==> src/rtl/seq_branch_compare.sv <==
// rtl/seq_branch_compare.sv - multi-cycle MSB-first slice comparator for branch/SLT resolution
module seq_branch_compare #(
    parameter int XLEN  = 64,
    parameter int CHUNK = 8
) (
    input  logic            clk,
    input  logic            rst_n,
    input  logic            in_valid,
    output logic            in_ready,
    input  logic [XLEN-1:0] a,
    input  logic [XLEN-1:0] b,
    input  logic [2:0]      op,
    output logic            out_valid,
    input  logic            out_ready,
    output logic            result,
    output logic            eq,
    output logic            lt,
    output logic            ltu
);
    localparam int NCHUNK = XLEN / CHUNK;
    localparam int IW     = (NCHUNK > 1) ? $clog2(NCHUNK) : 1;

    typedef enum logic [1:0] {IDLE, SCAN, DONE} state_t;

    state_t            state;
    logic [XLEN-1:0]   a_r;
    logic [XLEN-1:0]   b_r;
    logic [2:0]        op_r;
    logic [IW-1:0]     idx;

    logic [CHUNK-1:0]  a_slice;
    logic [CHUNK-1:0]  b_slice;
    logic              slice_diff;
    logic              n_eq;
    logic              n_ltu;
    logic              n_lt;

    always_comb begin
        a_slice = '0;
        b_slice = '0;
        for (int i = 0; i < NCHUNK; i++) begin
            if (idx == IW'(i)) begin
                a_slice = a_r[i*CHUNK +: CHUNK];
                b_slice = b_r[i*CHUNK +: CHUNK];
            end
        end
    end

    // Sign bits differing decide the signed order outright; otherwise it matches unsigned.
    always_comb begin
        slice_diff = (a_slice != b_slice);
        n_eq       = ~slice_diff;
        n_ltu      = slice_diff & (a_slice < b_slice);
        n_lt       = (a_r[XLEN-1] != b_r[XLEN-1]) ? a_r[XLEN-1] : n_ltu;
    end

    function automatic logic sel_result(input logic [2:0] f, input logic e,
                                        input logic l, input logic lu);
        case (f)
            3'b000:  sel_result = e;
            3'b001:  sel_result = ~e;
            3'b100:  sel_result = l;
            3'b101:  sel_result = ~l;
            3'b110:  sel_result = lu;
            3'b111:  sel_result = ~lu;
            default: sel_result = 1'b0;
        endcase
    endfunction

    always_ff @(posedge clk or negedge rst_n) begin
        if (!rst_n) begin
            state     <= IDLE;
            in_ready  <= 1'b0;
            out_valid <= 1'b0;
            result    <= 1'b0;
            eq        <= 1'b0;
            lt        <= 1'b0;
            ltu       <= 1'b0;
            a_r       <= '0;
            b_r       <= '0;
            op_r      <= '0;
            idx       <= '0;
        end else begin
            case (state)
                IDLE: begin
                    if (in_valid && in_ready) begin
                        a_r      <= a;
                        b_r      <= b;
                        op_r     <= op;
                        idx      <= IW'(NCHUNK - 1);
                        in_ready <= 1'b0;
                        state    <= SCAN;
                    end else begin
                        in_ready <= 1'b1;
                    end
                end
                SCAN: begin
                    if (slice_diff || idx == '0) begin
                        eq        <= n_eq;
                        ltu       <= n_ltu;
                        lt        <= n_lt;
                        result    <= sel_result(op_r, n_eq, n_lt, n_ltu);
                        out_valid <= 1'b1;
                        state     <= DONE;
                    end else begin
                        idx <= idx - 1'b1;
                    end
                end
                DONE: begin
                    if (out_ready) begin
                        out_valid <= 1'b0;
                        in_ready  <= 1'b1;
                        state     <= IDLE;
                    end
                end
                default: state <= IDLE;
            endcase
        end
    end
endmodule

==> config.mk <==
export PLATFORM = sky130hd
export DESIGN_NAME = seq_branch_compare
export DESIGN_NICKNAME = d
export VERILOG_FILES = /design/src/rtl/seq_branch_compare.sv
export SDC_FILE = /design/constraint.sdc
export NUM_CORES = 1
export LEC_CHECK = 0
export CAP_MARGIN = 10
export CORE_UTILIZATION = 25
export CTS_BUF_LIST = sky130_fd_sc_hd__clkbuf_2
export CTS_CLUSTER_DIAMETER = 60
export DETAILED_ROUTE_END_ITERATION = 16
export SYNTH_ARGS = -nofsm -noshare
export SYNTH_HDL_FRONTEND = slang
export SYNTH_SLANG_ARGS = --single-unit
==> constraint.sdc <==
create_clock -name clk -period 4.86 [get_ports clk]
set_clock_uncertainty 0.2 [all_clocks]
set_input_delay 1.215 -clock clk [delete_from_list [all_inputs] [get_ports clk]]
set_output_delay 1.215 -clock clk [all_outputs]
set_load 0.05 [all_outputs]
==> Implementation_results.wiki, run 1 <==
{| class="wikitable"
! Metric !! Value
|-
| Result of the run || finished clean
|-
| Peak supply drop || 0.220 mV
|-
| WL per Instance || 15.5 µm
|-
| Clock H-tree levels || 4
|-
| Arrival time of the worst setup path || 4.30 ns
|-
| Area of the die || 27800 µm²
|-
| Launch point of the worst reg-to-reg path || idx[0]$_DFFE_PN0P_
|-
| Power density relative to cell area || 535 nW/µm²
|-
| Half-perimeter wire length of the detailed placement result || 14.2 mm
|-
| CTS sink count || 142
|-
| Final period demand of the worst path || 3.87 ns
|-
| Master cell of the clock root buffer || clkbuf_2
|-
| Mapped cell area || 6790 µm²
|-
| RSZ-0062 raised after global routing || false
|-
| Slack of the worst reg-to-reg path || 0.99 ns
|-
| Via count of the first global-routing pass || 5574
|-
| Violation count after the first detailed-route iteration || 434
|-
| Actual slew at the worst max-slew pin || 0.950 ns
|-
| Max-capacitance violation count || 0
|-
| Number of port buffers || 140
|-
| Detailed-routing iteration count for the pre-antenna-repair pass || 7
|-
| Share of flip-flops with an asynchronous set or reset || 1.00
|-
| Number of nets produced by synthesis || 919
|-
| Top cells by area, synth || dfrtp_1, nand2_1, mux4_2
|-
| Worst-case setup slack after placement || 1.00 ns
|-
| Die Span X || 167 µm
|-
| Via density || 4.46
|-
| Multi-input gate area in the final layout || 3000 µm²
|-
| Antenna violations before repair || 0
|-
| Synthesis Warnings || 0
|-
| Final setup violation count || 0
|-
| Clock-pin transition on the worst setup and hold timing paths || 0.21 ns
|-
| Area of all placed cells without fillers || 8770 µm²
|-
| Number of library cell types mapped by synthesis || 41
|-
| Worst slew margin relative to its limit || 0.366
|-
| Die Y || 167 µm
|-
| Ranking of synthesized cells by instance count || nand2_1, dfrtp_1, clkbuf_1, o21ai_1
|-
| Routability congestion estimate from global placement || 0.768
|-
| Total placed cells including tap cells || 1205
|-
| Slew Limit Fails || 0
|-
| Clk Latency, worst-skew pair || 0.72 ns
|-
| Sum of negative setup slack || 0 ns
|-
| CTS max path bufs || 2
|-
| Total area of sequential cells || 3550 µm²
|-
| Post-Syn Instances || 771
|-
| Core ar. || 26400 µm²
|-
| CP Data Required Time || 5.29 ns
|-
| Final Hold Fails || 0
|-
| Detail Route Antenna Nets || 0
|-
| FF+latch count, synth || 142
|-
| Element type at the critical path start || register
|-
| Count of vias placed by the detailed router || 5511
|-
| Filler cell count || 2703
|-
| Clock tree from TritonCTS || done
|-
| Nets || 1037
|-
| Most used flip-flop cell after synthesis || dfrtp_1
|-
| Number of CTS-inserted buffers || 17
|-
| Drc violations || 0
|-
| Total design power || 4.69 mW
|-
| Number of enable-type register cells in the synthesized netlist || 0
|-
| Nature of the critical path endpoint || register
|-
| Hold buffer count at cts || 0
|-
| Total Routing Usage GR || 0.145
|-
| Most frequent cell after synthesis || nand2_1
|-
| Cell Rows || 59
|-
| Resize count post-CTS || 0
|-
| Average footprint of a synthesized cell || 8.80 µm²
|-
| Area added between synthesis and finish || 29.2%
|-
| Total overflow reported by the global router || 0
|-
| Origin of the worst setup path || idx[0]$_DFFE_PN0P_
|-
| Least setup slack across all paths after layout || 0.992 ns
|-
| Total routed wirelength || 19.2 mm
|-
| Cell area reported after detailed placement || 8480 µm²
|-
| Post-route clock period utilization || 0.796
|-
| Non-Filler Instances || 1237
|-
| Share of cells above drive strength 1 || 0.0721
|-
| Post-synth top area share || 0.524
|-
| Global-route wire length before repair || 31.0 mm
|-
| Static Leakage || 4.25 nW
|-
| Hold Startpoint || b_r[29]$_DFFE_PN0P_
|-
| Top cell type by total area after synthesis || dfrtp_1
|-
| F_max || 259 MHz
|-
| Maximum number of pins on one net before global-route repair || 101
|-
| Maximum fanout along the worst path || 21
|-
| Worst Path Class, Setup || reg -> reg
|-
| # diodes || 0
|-
| Total setup buffers inserted after CTS || 0
|-
| Number of primary I/O pins || 141
|-
| Class of the tightest hold or removal check || reg -> reg
|-
| Sequential fraction of the synthesis area || 0.524
|-
| Initial Utilization || 0.258
|}
[final cells by class]
class                   count  area share
clock buffers              19      0.0108
clock inverters            13      0.0223
inverters                   5     0.00214
multi-input cells         576       0.343
flip-flops and latches    142       0.405
well taps                 335      0.0478
repair buffers            147       0.169
[through the flow]
stage          hold WS, ns  utilization
2_1_floorplan        0.240            -
3_3_place_gp         0.257        0.322
3_5_place_dp         0.262        0.322
4_1_cts              0.302        0.333
5_1_grt              0.324        0.333
6_report             0.299        0.333
[cells in the final DEF (no fill, tap or decap), types with 2 or more instances in the layout]
cell	n
nand4_1	4
bufinv_16	5
clkinv_2	2
nand2b_1	2
clkbuf_2	19
o21ai_0	4
o21ai_1	31
and3_1	2
a22oi_1	16
nor3_1	2
clkinvlp_4	2
mux2i_1	9
clkinv_1	3
buf_12	2
clkdlybuf4s50_1	139
dfrtp_1	141
nor2_1	7
a22o_1	16
buf_4	5
ha_1	13
nand2_1	420
nor2b_1	3
mux4_2	16
o21a_1	2
inv_1	5
a21oi_1	9
[worst max-delay path, stage by stage (launching register included)]
cell and delay [ns]:
dfrtp_1 0.46, inv_1 0.12, ha_1 0.17, nor2b_2 0.51, buf_4 0.35, a22o_1 0.18, mux4_2 0.22, o21ai_1 0.06
ha_1 0.38, nand4_1 0.11, or2_1 0.34, mux2i_1 0.24, nor2_1 0.06, nor4_1 0.27, a31oi_1 0.12
[path summary, 6_finish.rpt]
| check | end | cells after the start |
|---|---|---|
| max | result$_DFFE_PN0P_ | 14 |
| min | b_r[29]$_DFFE_PN0P_ | 2 |
| min reg2reg | b_r[29]$_DFFE_PN0P_ | 2 |
| min in group asynchronous | b_r[60]$_DFFE_PN0P_ | 1 |
| max reg2reg | result$_DFFE_PN0P_ | 14 |
| max in group asynchronous | b_r[19]$_DFFE_PN0P_ | 2 |
[routing by layer]
layer | vias up | track usage | part of all wire
li1 | 2748 | - | -
met1 | 2606 | 0.196 | 0.47
met2 | 137 | 0.230 | 0.46
met3 | 20 | 0.0375 | 0.048
met4 | 0 | 0.0386 | 0.014
met5 | - | 0 | 0
[kinds of logic after synthesis]
| kind of cell | share of synthesized area |
|---|---|
| flops | 0.524 |
| buf+inv | 0.0367 |
| fa+ha+maj | 0.0254 |
| simple gates | 0.258 |
| mux | 0.0680 |
| compound gates | 0.0887 |
[power breakdown]
group          total [mW]  leakage (nW)  switching, mW  internal, mW
Combinational        1.77          2.34           1.05         0.722
Sequential           2.10          1.75          0.373          1.73
Clock               0.819         0.167          0.432         0.387
[flip-flops by register name, indices dropped and copies added (netlist names)]
signal     cells
lt             1
ltu            1
eq             1
idx            3
result         1
in_ready       1
b_r           64
out_valid      1
state          2
op_r           3
a_r           64
(Power assumes the default switching activity.)
==> run 2, diff against run 1 <==
==> constraint.sdc (replaced) <==
create_clock -name clk -period 3.55 [get_ports clk]
set_clock_uncertainty 0.2 [all_clocks]
set_input_delay 0.8875 -clock clk [delete_from_list [all_inputs] [get_ports clk]]
set_output_delay 0.8875 -clock clk [all_outputs]
set_load 0.05 [all_outputs]
==> Implementation_results.wiki, run 2 (synthesis gave the netlist of run 1 again) <==
{| class="wikitable"
! Metric !! Value
|-
| Result of the run || finished clean (unchanged)
|-
| Clk Latency, worst-skew pair || 0.72 ns (about the same)
|-
| Total placed cells including tap cells || 1225 (was 1205)
|-
| Peak supply drop || 0.261 mV (was 0.220 mV)
|-
| RSZ-0062 raised after global routing || false (unchanged)
|-
| Final core utilization || 0.345 (was 0.333)
|-
| Hold Startpoint || b_r[26]$_DFFE_PN0P_ (was b_r[29]$_DFFE_PN0P_)
|-
| Core ar. || 26400 µm² (unchanged)
|-
| Final Hold Fails || 0 (unchanged)
|-
| Clock-pin transition on the worst setup and hold timing paths || 0.22 ns (was 0.21 ns)
|-
| Worst slew margin relative to its limit || 0.581 (was 0.366)
|-
| Count of vias placed by the detailed router || 5647 (was 5511)
|-
| WL per Instance || 15.7 µm (was 15.5 µm)
|-
| Cell depth of the worst min-delay path || 2 (unchanged)
|-
| Sum of negative setup slack || 0 ns (unchanged)
|-
| Count of buffer and inverter cells on the critical path || 3 (was 2)
|-
| Number of port buffers || 140 (unchanged)
|-
| Most frequent cells in the layout || nand2_1, dfrtp_1, clkdlybuf4s50_1 (unchanged)
|-
| Total routed wirelength || 19.9 mm (was 19.2 mm)
|-
| CTS sink count || 142 (unchanged)
|-
| CP Cell Sequence || inv_1 -> buf_4 -> ha_2 -> buf_12 -> o21ai_1 -> mux4_2 -> ha_4 -> a2111oi_4 -> o211ai_4 -> a211oi_2 -> nor4_2 -> a31oi_1 (was inv_1 -> ha_1 -> nor2b_2 -> buf_4 -> a22o_1 -> mux4_2 -> o21ai_1 -> ha_1 -> nand4_1 -> or2_1 -> mux2i_1 -> nor2_1 -> nor4_1 -> a31oi_1)
|-
| Launch point of the worst reg-to-reg path || idx[0]$_DFFE_PN0P_ (unchanged)
|-
| Actual slew at the worst max-slew pin || 0.629 ns (was 0.950 ns)
|-
| Category of cells accounting for the largest share of critical-path delay || compound AO/OA/AOI/OAI gates (was simple AND/OR/NAND/NOR gates)
|-
| Element type at the critical path start || register (unchanged)
|-
| Slew Limit Fails || 0 (unchanged)
|-
| Violation count after the first detailed-route iteration || 405 (was 434)
|-
| Total Routing Usage GR || 0.145 (about the same)
|-
| Most common library cell in the layout ignoring fill and taps || nand2_1 (unchanged)
|-
| Cell Rows || 59 (unchanged)
|-
| Critical Path Slowest Stage Cell || mux4_2 (was nor2b_2)
|-
| Total area of sequential cells || 3560 µm² (was 3550 µm²)
|-
| Hold EP || b_r[26]$_DFFE_PN0P_ (was b_r[29]$_DFFE_PN0P_)
|-
| CTS max path bufs || 2 (unchanged)
|-
| Sequential cell fraction of total power || 0.436 (was 0.447)
|-
| Clock tree from TritonCTS || done (unchanged)
|-
| Share of total power in the clock network || 0.154 (was 0.175)
|-
| Via density || 4.46 (about the same)
|-
| Die Y || 167 µm (unchanged)
|-
| Share of cells above drive strength 1 || 0.117 (was 0.0721)
|-
| Multi-input gate area in the final layout || 3130 µm² (was 3000 µm²)
|-
| Nets || 1064 (was 1037)
|-
| Routability congestion estimate from global placement || 0.811 (was 0.768)
|-
| Detail Route Antenna Nets || 0 (unchanged)
|-
| Area of the die || 27800 µm² (unchanged)
|-
| Filler cell count || 2712 (was 2703)
|-
| Antenna violations before repair || 1 (was 0)
|-
| Reg-to-reg critical path endpoint || result$_DFFE_PN0P_ (unchanged)
|-
| Crit-path max cell delay || 0.51 ns (about the same)
|-
| Number of CTS-inserted buffers || 17 (unchanged)
|-
| Half-perimeter wire length of the detailed placement result || 14.4 mm (was 14.2 mm)
|-
| Post-route clock period utilization || 0.950 (was 0.796)
|-
| Global-route wire length before repair || 31.0 mm (about the same)
|-
| Clock H-tree levels || 4 (unchanged)
|-
| Power density relative to cell area || 722 nW/µm² (was 535 nW/µm²)
|-
| Final setup violation count || 0 (unchanged)
|-
| Die Span X || 167 µm (unchanged)
|-
| Area added between synthesis and finish || 34.1% (was 29.2%)
|-
| Initial Utilization || 0.258 (unchanged)
|-
| F_max || 296 MHz (was 259 MHz)
|-
| CP Data Required Time || 4.02 ns (was 5.29 ns)
|-
| Maximum fanout along the worst path || 28 (was 21)
|-
| Master cell of the clock root buffer || clkbuf_2 (unchanged)
|-
| Static Leakage || 4.36 nW (was 4.25 nW)
|-
| Max-capacitance violation count || 0 (unchanged)
|-
| Detailed-routing iteration count for the pre-antenna-repair pass || 5 (was 7)
|-
| Internal cell power || 3.92 mW (was 2.84 mW)
|-
| Via count of the first global-routing pass || 5575 (was 5574)
|-
| Power dissipated by switching net loads || 2.65 mW (was 1.85 mW)
|-
| Combinational share of power || 0.410 (was 0.378)
|-
| Number of primary I/O pins || 141 (unchanged)
|-
| Nature of the critical path endpoint || register (unchanged)
|-
| Total overflow reported by the global router || 0 (unchanged)
|-
| Arrival time of the worst setup path || 3.84 ns (was 4.30 ns)
|-
| Sw Share || 0.403 (was 0.395)
|-
| Class of the tightest hold or removal check || reg -> reg (unchanged)
|-
| Non-Filler Instances || 1265 (was 1237)
|-
| Worst Path Class, Setup || reg -> reg (unchanged)
|-
| R2r worst-path depth || 12 (was 14)
|-
| Drc violations || 0 (unchanged)
|-
| Registers with the highest flip-flop counts || a_r x64, b_r x64 (unchanged)
|-
| Final period demand of the worst path || 3.37 ns (was 3.87 ns)
|-
| Maximum number of pins on one net before global-route repair || 64 (was 101)
|-
| Slack of the worst reg-to-reg path || 0.18 ns (was 0.99 ns)
|}
## run 2: worst max-delay path by stage
| stage | start | end | slack, ns | cells past startpoint |
|---|---|---|---|---|
| after floorplan | idx[0]$_DFFE_PN0P_ | result$_DFFE_PN0P_ | 0.12 | 15 |
| after global placement | idx[0]$_DFFE_PN0P_ | result$_DFFE_PN0P_ | -0.29 | 14 |
| after detailed placement | idx[0]$_DFFE_PN0P_ | result$_DFFE_PN0P_ | -0.35 | 14 |
| after CTS | idx[0]$_DFFE_PN0P_ | result$_DFFE_PN0P_ | 0.003 | 14 |
| after global routing | idx[0]$_DFFE_PN0P_ | result$_DFFE_PN0P_ | 0.02 | 15 |
| final | idx[0]$_DFFE_PN0P_ | result$_DFFE_PN0P_ | 0.18 | 12 |
## run 2: layer usage
metal,up-vias,GRT usage,wire length [µm]
li1,2796,-,-
met5,-,0,0
met2,156,0.224,9120
met3,20,0.0323,882
met1,2675,0.204,9590
met4,0,0.0411,283
## run 2: stage by stage
| stage | power (mW) | area, µm² | hold slack, ns | setup slack [ns] |
|---|---|---|---|---|
| after floorplan | 4.48 | 6790 | 0.240 | 0.118 |
| after global placement | 5.44 | 8650 | 0.258 | -0.286 |
| after detailed placement | 5.46 | 8650 | 0.261 | -0.349 |
| after CTS | 6.50 | 8950 | 0.306 | 0.00339 |
| after global routing | 7.10 | 9100 | 0.325 | 0.0227 |
| final | 6.57 | 9100 | 0.302 | 0.176 |
## run 2: power groups by stage
stage | sequential, mW | combinational [mW] | clock [mW]
2_1_floorplan | 2.79 | 1.69 | 0
3_5_place_dp | 2.89 | 2.57 | 0
4_1_cts | 2.86 | 2.58 | 1.05
6_report | 2.87 | 2.69 | 1.01
3_3_place_gp | 2.92 | 2.53 | 0
5_1_grt | 2.95 | 3.02 | 1.12
## run 2: worst min-delay path: cells and delay by family, from the launching register on
family,cells,cell delay (ns)
DFF,1,0.39
and+or+nand+nor,2,0.10
## run 2: final cells by class
cell class / instances / share of cell area
sequential: 142 / 0.391
timing repair buffer: 172 / 0.188
clock inverter: 14 / 0.0184
antenna: 1 / 0.000275
tap: 335 / 0.0461
clock buffer: 18 / 0.00990
multi-input combinational: 578 / 0.344
inverter: 5 / 0.00206
## run 2: repair_timing
action | in CTS | in global routing
pin swaps | 0 | 5
hold buffers | 1 | 0
setup endpoints to repair | 9 | 5
cloned | 1 | 1
endpoints found under the hold margin | 48 | 0
setup buffers | 1 | 3
resized for setup | 3 | 23
==> run 3, diff against run 2 <==
--- a/config.mk
+++ b/config.mk
@@ -6,6 +6,7 @@
 export NUM_CORES = 1
 export LEC_CHECK = 0
 export CAP_MARGIN = 10
+export CORE_MARGIN = 2
 export CORE_UTILIZATION = 25
 export CTS_BUF_LIST = sky130_fd_sc_hd__clkbuf_2
 export CTS_CLUSTER_DIAMETER = 60
==> constraint.sdc (replaced) <==
create_clock -name clk -period 3.55 [get_ports clk]
set_clock_uncertainty 0.2 [all_clocks]
set_input_delay 0.8875 -clock clk [delete_from_list [all_inputs] [get_ports clk]]
set_output_delay 0.8875 -clock clk [all_outputs]
set_load 0.02 [all_outputs]
==> Implementation_results.wiki, run 3 (synthesis gave the netlist of run 1 again) <==
{| class="wikitable"
! Metric !! Value
|-
| Worst slew margin relative to its limit || 0.652 (was 0.581)
|-
| Most common library cell in the layout ignoring fill and taps || nand2_1 (unchanged)
|-
| Cell area reported after detailed placement || 8680 µm² (was 8650 µm²)
|-
| Clock tree from TritonCTS || done (unchanged)
|-
| Clock H-tree levels || 4 (unchanged)
|-
| Via count of the first global-routing pass || 5662 (was 5575)
|-
| Core ar. || 26800 µm² (was 26400 µm²)
|-
| CP Data Required Time || 3.96 ns (was 4.02 ns)
|-
| Peak supply drop || 0.253 mV (was 0.261 mV)
|-
| Element type at the critical path start || register (unchanged)
|-
| Die Span X || 169 µm (was 167 µm)
|-
| Post-route clock period utilization || 0.973 (was 0.950)
|-
| Worst Setup EP || lt$_DFFE_PN0P_ (was result$_DFFE_PN0P_)
|-
| Multi-input gate area in the final layout || 3140 µm² (was 3130 µm²)
|-
| Clock-pin transition on the worst setup and hold timing paths || 0.19 ns (was 0.22 ns)
|-
| Via density || 4.42 (was 4.46)
|-
| Cell Rows || 60 (was 59)
|-
| Drc violations || 0 (unchanged)
|-
| Result of the run || finished clean (unchanged)
|-
| R2r worst-path depth || 13 (was 12)
|-
| Number of stages on the worst setup path || 13 (was 12)
|-
| RSZ-0062 raised after global routing || true (was false)
|-
| Number of primary I/O pins || 141 (unchanged)
|-
| Registers with the highest flip-flop counts || a_r x64, b_r x64 (unchanged)
|-
| Total area of sequential cells || 3550 µm² (was 3560 µm²)
|-
| Crit-path max cell delay || 0.48 ns (was 0.51 ns)
|-
| Most frequent cells in the layout || nand2_1, dfrtp_1, clkdlybuf4s50_1 (unchanged)
|-
| Clk Latency, worst-skew pair || 0.72 ns (about the same)
|-
| Count of buffer and inverter cells on the critical path || 3 (unchanged)
|-
| Count of vias placed by the detailed router || 5618 (was 5647)
|-
| Max-capacitance violation count || 0 (unchanged)
|-
| F_max || 289 MHz (was 296 MHz)
|-
| Nature of the critical path endpoint || register (unchanged)
|-
| Filler cell count || 2764 (was 2712)
|-
| Maximum fanout along the worst path || 8 (was 28)
|-
| Die Y || 169 µm (was 167 µm)
|-
| Origin of the worst setup path || idx[0]$_DFFE_PN0P_ (unchanged)
|-
| Critical Path Slowest Stage Cell || mux4_2 (unchanged)
|-
| Category of cells accounting for the largest share of critical-path delay || multiplexers (was compound AO/OA/AOI/OAI gates)
|-
| Total Routing Usage GR || 0.142 (was 0.145)
|-
| Actual slew at the worst max-slew pin || 0.522 ns (was 0.629 ns)
|-
| Maximum number of pins on one net before global-route repair || 71 (was 64)
|-
| Routability congestion estimate from global placement || 0.821 (was 0.811)
|-
| Final Hold Fails || 0 (unchanged)
|-
| Total overflow reported by the global router || 0 (unchanged)
|-
| Master cell of the clock root buffer || clkbuf_2 (unchanged)
|-
| Slew Limit Fails || 0 (unchanged)
|-
| Area of all placed cells without fillers || 9180 µm² (was 9100 µm²)
|-
| Initial Utilization || 0.253 (was 0.258)
|-
| Nets || 1059 (was 1064)
|-
| Power density relative to cell area || 722 nW/µm² (about the same)
|-
| Detail Route Antenna Nets || 0 (unchanged)
|-
| Slack of the worst reg-to-reg path || 0.1 ns (was 0.18 ns)
|-
| Detailed-routing iteration count for the pre-antenna-repair pass || 5 (unchanged)
|-
| Global-route wire length before repair || 31.4 mm (was 31.0 mm)
|-
| CTS max path bufs || 2 (unchanged)
|-
| Most frequent CP cell || ha_4
|-
| Half-perimeter wire length of the detailed placement result || 14.4 mm (about the same)
|-
| Final period demand of the worst path || 3.45 ns (was 3.37 ns)
|-
| WL per Instance || 15.4 µm (was 15.7 µm)
|-
| Area added between synthesis and finish || 35.3% (was 34.1%)
|-
| Number of port buffers || 140 (unchanged)
|-
| Worst Path Class, Setup || reg -> reg (unchanged)
|-
| CTS sink count || 142 (unchanged)
|-
| Sum of negative setup slack || 0 ns (unchanged)
|-
| Final setup violation count || 0 (unchanged)
|-
| Share of cells above drive strength 1 || 0.114 (was 0.117)
|-
| Class of the tightest hold or removal check || reg -> reg (unchanged)
|-
| Reg-to-reg critical path endpoint || lt$_DFFE_PN0P_ (was result$_DFFE_PN0P_)
|-
| Total design power || 6.63 mW (was 6.57 mW)
|-
| Number of CTS-inserted buffers || 17 (unchanged)
|-
| Total routed wirelength || 19.6 mm (was 19.9 mm)
|-
| Violation count after the first detailed-route iteration || 384 (was 405)
|-
| Launch point of the worst reg-to-reg path || idx[0]$_DFFE_PN0P_ (unchanged)
|-
| Static Leakage || 4.39 nW (was 4.36 nW)
|-
| Area of the die || 28500 µm² (was 27800 µm²)
|-
| Antenna violations before repair || 2 (was 1)
|-
| Arrival time of the worst setup path || 3.87 ns (was 3.84 ns)
|-
| CP Cell Sequence || inv_2 -> ha_4 -> nor2b_4 -> buf_12 -> a22o_1 -> mux4_2 -> o21ai_1 -> ha_4 -> nand4_1 -> or2_1 -> buf_4 -> o21ai_4 -> mux2_2 (was inv_1 -> buf_4 -> ha_2 -> buf_12 -> o21ai_1 -> mux4_2 -> ha_4 -> a2111oi_4 -> o211ai_4 -> a211oi_2 -> nor4_2 -> a31oi_1)
|}
run 3: changes by cell type in the layout (fill, tap and decap cells not counted), sizes merged:
| cell | previous run | this run |
|---|---|---|
| nor2b | 6 | 4 |
| clkbuf | 18 | 19 |
| clkinvlp | 4 | 2 |
| buf | 32 | 28 |
| bufinv | 3 | 5 |
| diode | 1 | 5 |
run 3: stage by stage:
stage          hold WS (ns)  instances  utilization  setup WS, ns
2_1_floorplan         0.240        771            -         0.118
3_3_place_gp          0.256       1229        0.324        0.0209
3_5_place_dp          0.259       1229        0.324        -0.101
4_1_cts               0.301       1263        0.337        0.0321
5_1_grt               0.310       1270        0.343       -0.0812
6_report              0.297       1270        0.343        0.0953
run 3: worst register-to-register path, delay by kind of cell, from the launching register on:
family | cells | cell delay [ns]
AOI/OAI and AO/OA | 3 | 0.61
adders and majority gates | 2 | 0.36
buffers and inverters | 3 | 0.39
DFF | 1 | 0.47
muxes | 2 | 0.83
and+or+nand+nor | 3 | 0.53
run 3: how the worst min path moves through the flow:
stage | slack (ns) | start | end | depth (start not counted)
after global placement | 0.26 | a_r[59]$_DFFE_PN0P_ | a_r[59]$_DFFE_PN0P_ | 2
after global routing | 0.31 | a_r[32]$_DFFE_PN0P_ | a_r[32]$_DFFE_PN0P_ | 2
after CTS | 0.30 | a_r[59]$_DFFE_PN0P_ | a_r[59]$_DFFE_PN0P_ | 2
final | 0.30 | a_r[32]$_DFFE_PN0P_ | a_r[32]$_DFFE_PN0P_ | 2
after detailed placement | 0.26 | b_r[20]$_DFFE_PN0P_ | b_r[20]$_DFFE_PN0P_ | 2
after floorplan | 0.24 | a_r[16]$_DFFE_PN0P_ | a_r[16]$_DFFE_PN0P_ | 2
run 3: cell type report:
type	count	share of cell area
Sequential cell	142	0.387
Multi-Input combinational cell	576	0.342
Timing Repair Buffer	169	0.188
Tap cell	341	0.0465
Clock inverter	14	0.0234
Clock buffer	18	0.00981
Inverter	5	0.00204
Antenna cell	5	0.00136
run 3: where the power goes:
part	switching, mW	internal (mW)	leakage [nW]	total [mW]
clock	0.619	0.539	0.175	1.16
sequential	0.518	2.36	1.75	2.88
combinational	1.45	1.15	2.47	2.59
total	2.58	4.05	4.39	6.63
run 3: timing repair:
item	in CTS	in global routing
endpoints found under the hold margin	50	0
setup buffers	1	1
resized for setup	3	17
pin swaps	1	12
hold buffers	1	0
setup endpoints to repair	2	4
gates cloned	0	1
run 3: metal layers:
layer,GRT usage,vias up,wire length [µm]
met5,0,-,0
met4,0.0416,0,331
met3,0.0334,19,1030
met2,0.210,146,8670
met1,0.207,2667,9550
li1,-,2786,-
